### src/rtl/gate_truth_table_probe.sv
// Sequential characteriser for a 2-input combinational gate: walks {a,b} through
// 00..11, samples the gate output after SETTLE cycles per vector, and decodes the truth table.
module gate_truth_table_probe #(
    parameter int unsigned SETTLE = 1
) (
    input  logic       clk,
    input  logic       rst,
    input  logic       start,
    output logic       probe_a,
    output logic       probe_b,
    input  logic       probe_y,
    output logic       busy,
    output logic       done,
    output logic [3:0] truth_table,
    output logic [3:0] gate_id
);
    typedef enum logic [1:0] {IDLE, APPLY, DONE} state_t;

    localparam logic [7:0] LAST = 8'(SETTLE - 1);

    state_t     state;
    logic [1:0] index;
    logic [7:0] count;
    logic [2:0] shadow;

    function automatic logic [3:0] decode(input logic [3:0] tt);
        case (tt)
            4'b1000: decode = 4'd1;
            4'b1110: decode = 4'd2;
            4'b0110: decode = 4'd3;
            4'b0111: decode = 4'd4;
            4'b0001: decode = 4'd5;
            4'b1001: decode = 4'd6;
            4'b0011: decode = 4'd7;
            4'b1100: decode = 4'd8;
            4'b0000: decode = 4'd9;
            4'b1111: decode = 4'd10;
            default: decode = 4'd0;
        endcase
    endfunction

    // The final vector's sample goes straight into the result registers so the
    // new table is visible in the same cycle done is high.
    logic [3:0] final_tt;
    assign final_tt = {probe_y, shadow};

    assign busy = (state != IDLE);

    always_ff @(posedge clk or posedge rst) begin
        if (rst) begin
            state       <= IDLE;
            index       <= 2'd0;
            count       <= 8'd0;
            shadow      <= 3'd0;
            probe_a     <= 1'b0;
            probe_b     <= 1'b0;
            done        <= 1'b0;
            truth_table <= 4'd0;
            gate_id     <= 4'd0;
        end else begin
            done <= 1'b0;
            case (state)
                IDLE: begin
                    if (start) begin
                        state   <= APPLY;
                        index   <= 2'd0;
                        count   <= 8'd0;
                        probe_a <= 1'b0;
                        probe_b <= 1'b0;
                    end
                end
                APPLY: begin
                    if (count == LAST) begin
                        count <= 8'd0;
                        if (index == 2'd3) begin
                            state       <= DONE;
                            done        <= 1'b1;
                            truth_table <= final_tt;
                            gate_id     <= decode(final_tt);
                            probe_a     <= 1'b0;
                            probe_b     <= 1'b0;
                        end else begin
                            shadow[index]      <= probe_y;
                            index              <= index + 2'd1;
                            {probe_a, probe_b} <= index + 2'd1;
                        end
                    end else begin
                        count <= count + 8'd1;
                    end
                end
                DONE: begin
                    state <= IDLE;
                    index <= 2'd0;
                end
                default: state <= IDLE;
            endcase
        end
    end
endmodule
### config.mk
export PLATFORM = sky130hd
export DESIGN_NAME = gate_truth_table_probe
export DESIGN_NICKNAME = d
export VERILOG_FILES = /design/src/rtl/gate_truth_table_probe.sv
export SDC_FILE = /design/constraint.sdc
export NUM_CORES = 1
export LEC_CHECK = 0
export ABC_AREA = 1
export CAP_MARGIN = 20
export CORE_ASPECT_RATIO = 0.75
export CORE_MARGIN = 8
export CORE_UTILIZATION = 55
export DETAILED_ROUTE_END_ITERATION = 10
export PLACE_DENSITY_LB_ADDON = 0.08
export SLEW_MARGIN = 40
export SYNTH_ARGS = -nofsm -noshare
export SYNTH_HDL_FRONTEND = slang
export SYNTH_SLANG_ARGS = --single-unit
### constraint.sdc
create_clock -name clk -period 1.6 [get_ports clk]
set_input_delay 0.32 -clock clk [delete_from_list [all_inputs] [get_ports clk]]
set_output_delay 0.32 -clock clk [all_outputs]
set_load 0.05 [all_outputs]
* Yosys cells after proc, flatten, opt, wreduce, memory -nomap -nowiden *
Memories as Yosys holds them, arrays and structs flattened. A register that Yosys moved wholly into a read port is not among the register bits.
Cells that the tools add are included.

storage, ports and cells
  memories = 1
  bits in registers = 22
  input bits = 4
  logic and storage cells = 57
  output and inout bits = 12
  bits in read-only memories = 64

cells by class
  $lt $le $gt $ge = 2
  add/subtract/negate cells = 2
  bitwise operators = 1
  reductions and logical operators = 12
  equality and inequality tests = 7
  muxes and demuxes = 24

memory list
  memory            words  width  rd ports  clocked after Yosys merged registers in  wr ports  line  text
  (name not given)  16     4      1         1                                        0         27    case (tt)

operators with widths
  cell                                                                           number
  8-bit 2-to-1 mux                                                               2
  8-bit one-hot mux with 2 select lines                                          1
  2-bit 2-to-1 mux                                                               6
  3-bit AND reduction                                                            4
  1-bit 2-to-1 mux                                                               9
  8-bit by 1-bit adder with 8-bit output (second input constant)                 1
  8-bit logical NOT                                                              1
  2-bit != test (second input constant)                                          4
  2-bit one-hot mux with 3 select lines                                          1
  2-bit equality test (second input constant)                                    2
  1-bit one-hot mux with 2 select lines                                          2
  2-bit one-hot mux with 2 select lines                                          1
  4-bit AND reduction                                                            1
  2-bit nonzero test                                                             2
  3-bit bitwise mux                                                              1
  2-bit by 3-bit less-than comparator with 1-bit output (second input constant)  1
  3-bit nonzero test                                                             1
  2-bit by 1-bit adder with 2-bit output (second input constant)                 1
  1-bit demux with 2-bit select                                                  1
  2-bit by 1-bit equality test with 1-bit output (second input constant)         1
  2-bit by 1-bit >= comparator with 1-bit output (second input constant)         1
  2-bit logical NOT                                                              1
  2-bit AND reduction                                                            1
  1-bit logical AND                                                              1
  1-bit NOT                                                                      1

* Depth between registers and ports, before layout *
  word-level depth = 5
  gate-level depth with buffers = 9
  depth with buffers taken out = 9

* Worst setup path after synthesis *
OpenSTA, ideal clock, no wires.

  path type = reg-to-reg
  start point = reg count[0]
  end point = reg truth_table[3]
  cell stages (with the launch flop) = 9
  period minus slack after synthesis = 1.376 ns
  setup time = 0.120 ns
  slack = 0.224 ns
  data arrival time = 1.256 ns
  buffers on the path = 1
  cell sequence = dfrtp_1 inv_1 ha_1 nand3_2 nor2_4 nand3_4 buf_6 nand2_1 o21ai_2

on the way
  longest elaborated chain between the ends = 2

RTL lines
  element                               line  text
  start, declared                       23    logic [7:0] count;
  start signal, assigned                88    count <= count + 8'd1;
  8-bit logical NOT                     73    if (count == LAST) begin
  3-bit AND reduction (no source line)  n/a
  end signal, assigned                  78    truth_table <= final_tt;
  end, declared                         14    output logic [3:0] truth_table,

No other way between the ends.
A chain may end at the register's enable or synchronous reset.

* Final worst setup path *
  start point = reg state[0]
  end point = out busy

on the way
  longest elaborated chain between the ends = 1

RTL lines
  element                 line  text
  start, declared         21    state_t state;
  start signal, assigned  51    state <= IDLE;
  start signal, assigned  65    state <= APPLY;
  start signal, assigned  76    state <= DONE;
  2-bit nonzero test      47    assign busy = (state != IDLE);
  end, declared           12    output logic busy,

No other way between the ends.

==> results.json <==
{
  "cp-start-kind": "register",
  "arrival_ps": 1130,
  "status": "finished clean",
  "worst_slew_pin_slew_ps": 324,
  "grtUsageMet3": 0.0380,
  "initial_utilization": 0.570,
  "synthFlopType": "dfrtp_1",
  "timing.critical_path.from": "state[0]",
  "finalSetupViolations": 0,
  "combPwrFrac": 0.578,
  "grt_util_met1": 0.187,
  "grtUsageMet2": 0.244,
  "numCtsBuffers": 3,
  "ys_ff_latch": 26,
  "grt_pass1_vias": 1203,
  "rsz0062_at_grt": "no",
  "maxSlewHeadroom": 0.784,
  "hold_viol": 0,
  "grt_start_max_net_pins": 27,
  "power_density_mw_per_mm2": 1760,
  "clk_pin_slew_ps": 130,
  "clockPowerShare": 0.089,
  "dieWidth_um": 75.5,
  "cp_max_fo": 4,
  "vias_per_cell": 5.10,
  "drc": 0,
  "core_area_mm2": 0.00256,
  "grt_use_total": 0.145,
  "nets": 218,
  "synth.most_common_cell": "nand2_1",
  "synth_nets": 193,
  "fmax_mhz": 687,
  "p_leak_nw": 0.927,
  "cap_viol_max_count": 0,
  "synthTopCellsByCount": "nand2_1 (53), dfrtp_1 (26), inv_1 (25), nand3_1 (12)",
  "fp.dieH_um": 60.6,
  "drv_slew": 0,
  "power_frac_seq": 0.333,
  "syn2layout_area_growth_pct": 16.2,
  "dr.pass1.iters": 4,
  "cts_tree": "yes",
  "holdWs_ps": 351,
  "die_area_mm2": 0.00458,
  "cts_root_buf": "clkbuf_4",
  "synth_top_cell_by_area": "dfrtp_1",
  "pin_count": 16,
  "netSwitchingFraction": 0.497,
  "yosysUniqueCellTypes": 20,
  "r2r_start": "count[0]",
  "critical_path_class": "reg -> out",
  "vdd_drop_max_mv": 1.09,
  "end_kind": "primary output",
  "syn_avg_cell_area_um2": 8.21,
  "p_int_mw": 1.50,
  "final.setup.tns_ps": 0,
  "netlist_area_mm2": 0.00146,
  "seq_area_frac_synth": 0.445,
  "netlist_instances": 178,
  "port_buffers": 15,
  "busiest_layer": "met2",
  "drt_iter0_markers": 42,
  "cts_max_level": 1,
  "grt_overflow": 0,
  "worst-endpoint-required_ps": 1280,
  "fin_util": 0.663,
  "synth_edf_count": 0,
  "skew_ps": 2.01,
  "grt_pass1_wl_mm": 5.20,
  "fin_crit_sh": 0.909,
  "drt-wirelength-per-cell_um": 12.6,
  "dp_hpwl_mm": 2.34,
  "cts_hold_buffers": 0,
  "antenna_found_initial": 0,
  "ys_warn_count": 0,
  "diodes": 0,
  "gp_congestion": 0.812,
  "drive_above_1_share": 0.154,
  "worstHoldPathType": "in -> async",
  "power.switching_mw": 1.48,
  "row_count": 16,
  "yosys-top-cells-area": "dfrtp_1 (45%), nand2_1 (14%), ha_1 (9.4%), inv_1 (6.4%), nand3_1 (4.1%)",
  "vias": 1209,
  "antenna_left": 0,
  "finalCriticalPeriod_ps": 1450,
  "insertion_delay_ps": 310,
  "clock_sinks": 26,
  "clk_path_buf_depth": 2,
  "wirelength_mm": 3.00,
  "async_reset_ff_frac": 1.00,
  "netlist.area_leader.share": 0.445
}
[cell type report]
type	instances	area, um2
Timing Repair Buffer	22	185
Clock buffer	3	22.5
Multi-Input combinational cell	125	701
Inverter	25	93.8
Sequential cell	26	651
Fill cell	225	865
Tap cell	36	45.0
[stage by stage]
stage | area, um2 | power [mW] | std cells | setup WS, ps
after global routing | 1700 | 3.22 | 237 | 2.85
final | 1700 | 2.99 | 237 | 145
after global placement | 1670 | 2.70 | 233 | 143
after floorplan | 1460 | 2.20 | 178 | 224
after CTS | 1690 | 3.02 | 236 | 103
after detailed placement | 1670 | 2.74 | 233 | 120
[final timing paths]
| path | endpoint | slack [ps] | cells past startpoint |
|---|---|---|---|
| max | busy | 150 | 3 |
| min | done | 350 | 3 |
| max reg2reg | probe_b | 150 | 10 |
| min reg2reg | probe_a | 490 | 2 |
| max in group asynchronous | gate_id[3] | 1010 | 3 |
| min in group clk | probe_a | 490 | 2 |
[sequential cells by signal (all words and copies together) (netlist names)]
register,flops
probe_b,1
gate_id,4
probe_a,1
index,2
shadow,3
truth_table,4
state,2
count,8
done,1
[critical path, cell delays in order, from the launching register on]
cell and delay [ps]:
dfrtp_1 390, inv_1 140, nand2_1 130, buf_12 170
[kinds of logic (layout without fill, tap and decap cells)]
group           count (synthesis)  in the layout  synth area share
buf+inv                        27             50            0.0753
simple gates                   88             88             0.274
compound gates                 23             23            0.0933
fa+ha+maj                      11             11            0.0942
xor+xnor                        3              3            0.0180
flops                          26             26             0.445
[cells in the final DEF, fill, tap and decap left out, types with 2 or more instances in the layout]
master           synthesis  final
nand2_1                 53     53
dfrtp_1                 26     26
inv_1                   25     24
buf_4                    0     18
nand3_1                 12     12
nor2_1                  11     11
o21ai_0                 11     11
ha_1                    11     11
nand4_1                  8      8
o21ai_2                  4      4
o22ai_1                  4      4
clkbuf_4                 0      3
clkdlybuf4s50_1          0      3
nor2_4                   2      2
a21oi_1                  2      2
xor2_1                   2      2
[per-layer routing]
metal	wire [um]	up-vias
li1	-	620
met4	15	0
met3	149	2
met5	0	-
met1	1390	566
met2	1440	21
[timing repair]
action	in CTS	in global routing
endpoints found under the setup margin	0	5
setup buffers	0	1
gates resized for setup	0	1
[power groups by stage]
stage	clock network (mW)	logic, mW	registers (mW)
3_5_place_dp	0	1.73	1.01
5_1_grt	0.302	1.89	1.02
3_3_place_gp	0	1.70	1.00
6_report	0.266	1.73	0.995
4_1_cts	0.282	1.74	0.995
2_1_floorplan	0	0.791	1.41
No activity file was read; power rests on OpenSTA's default activity.
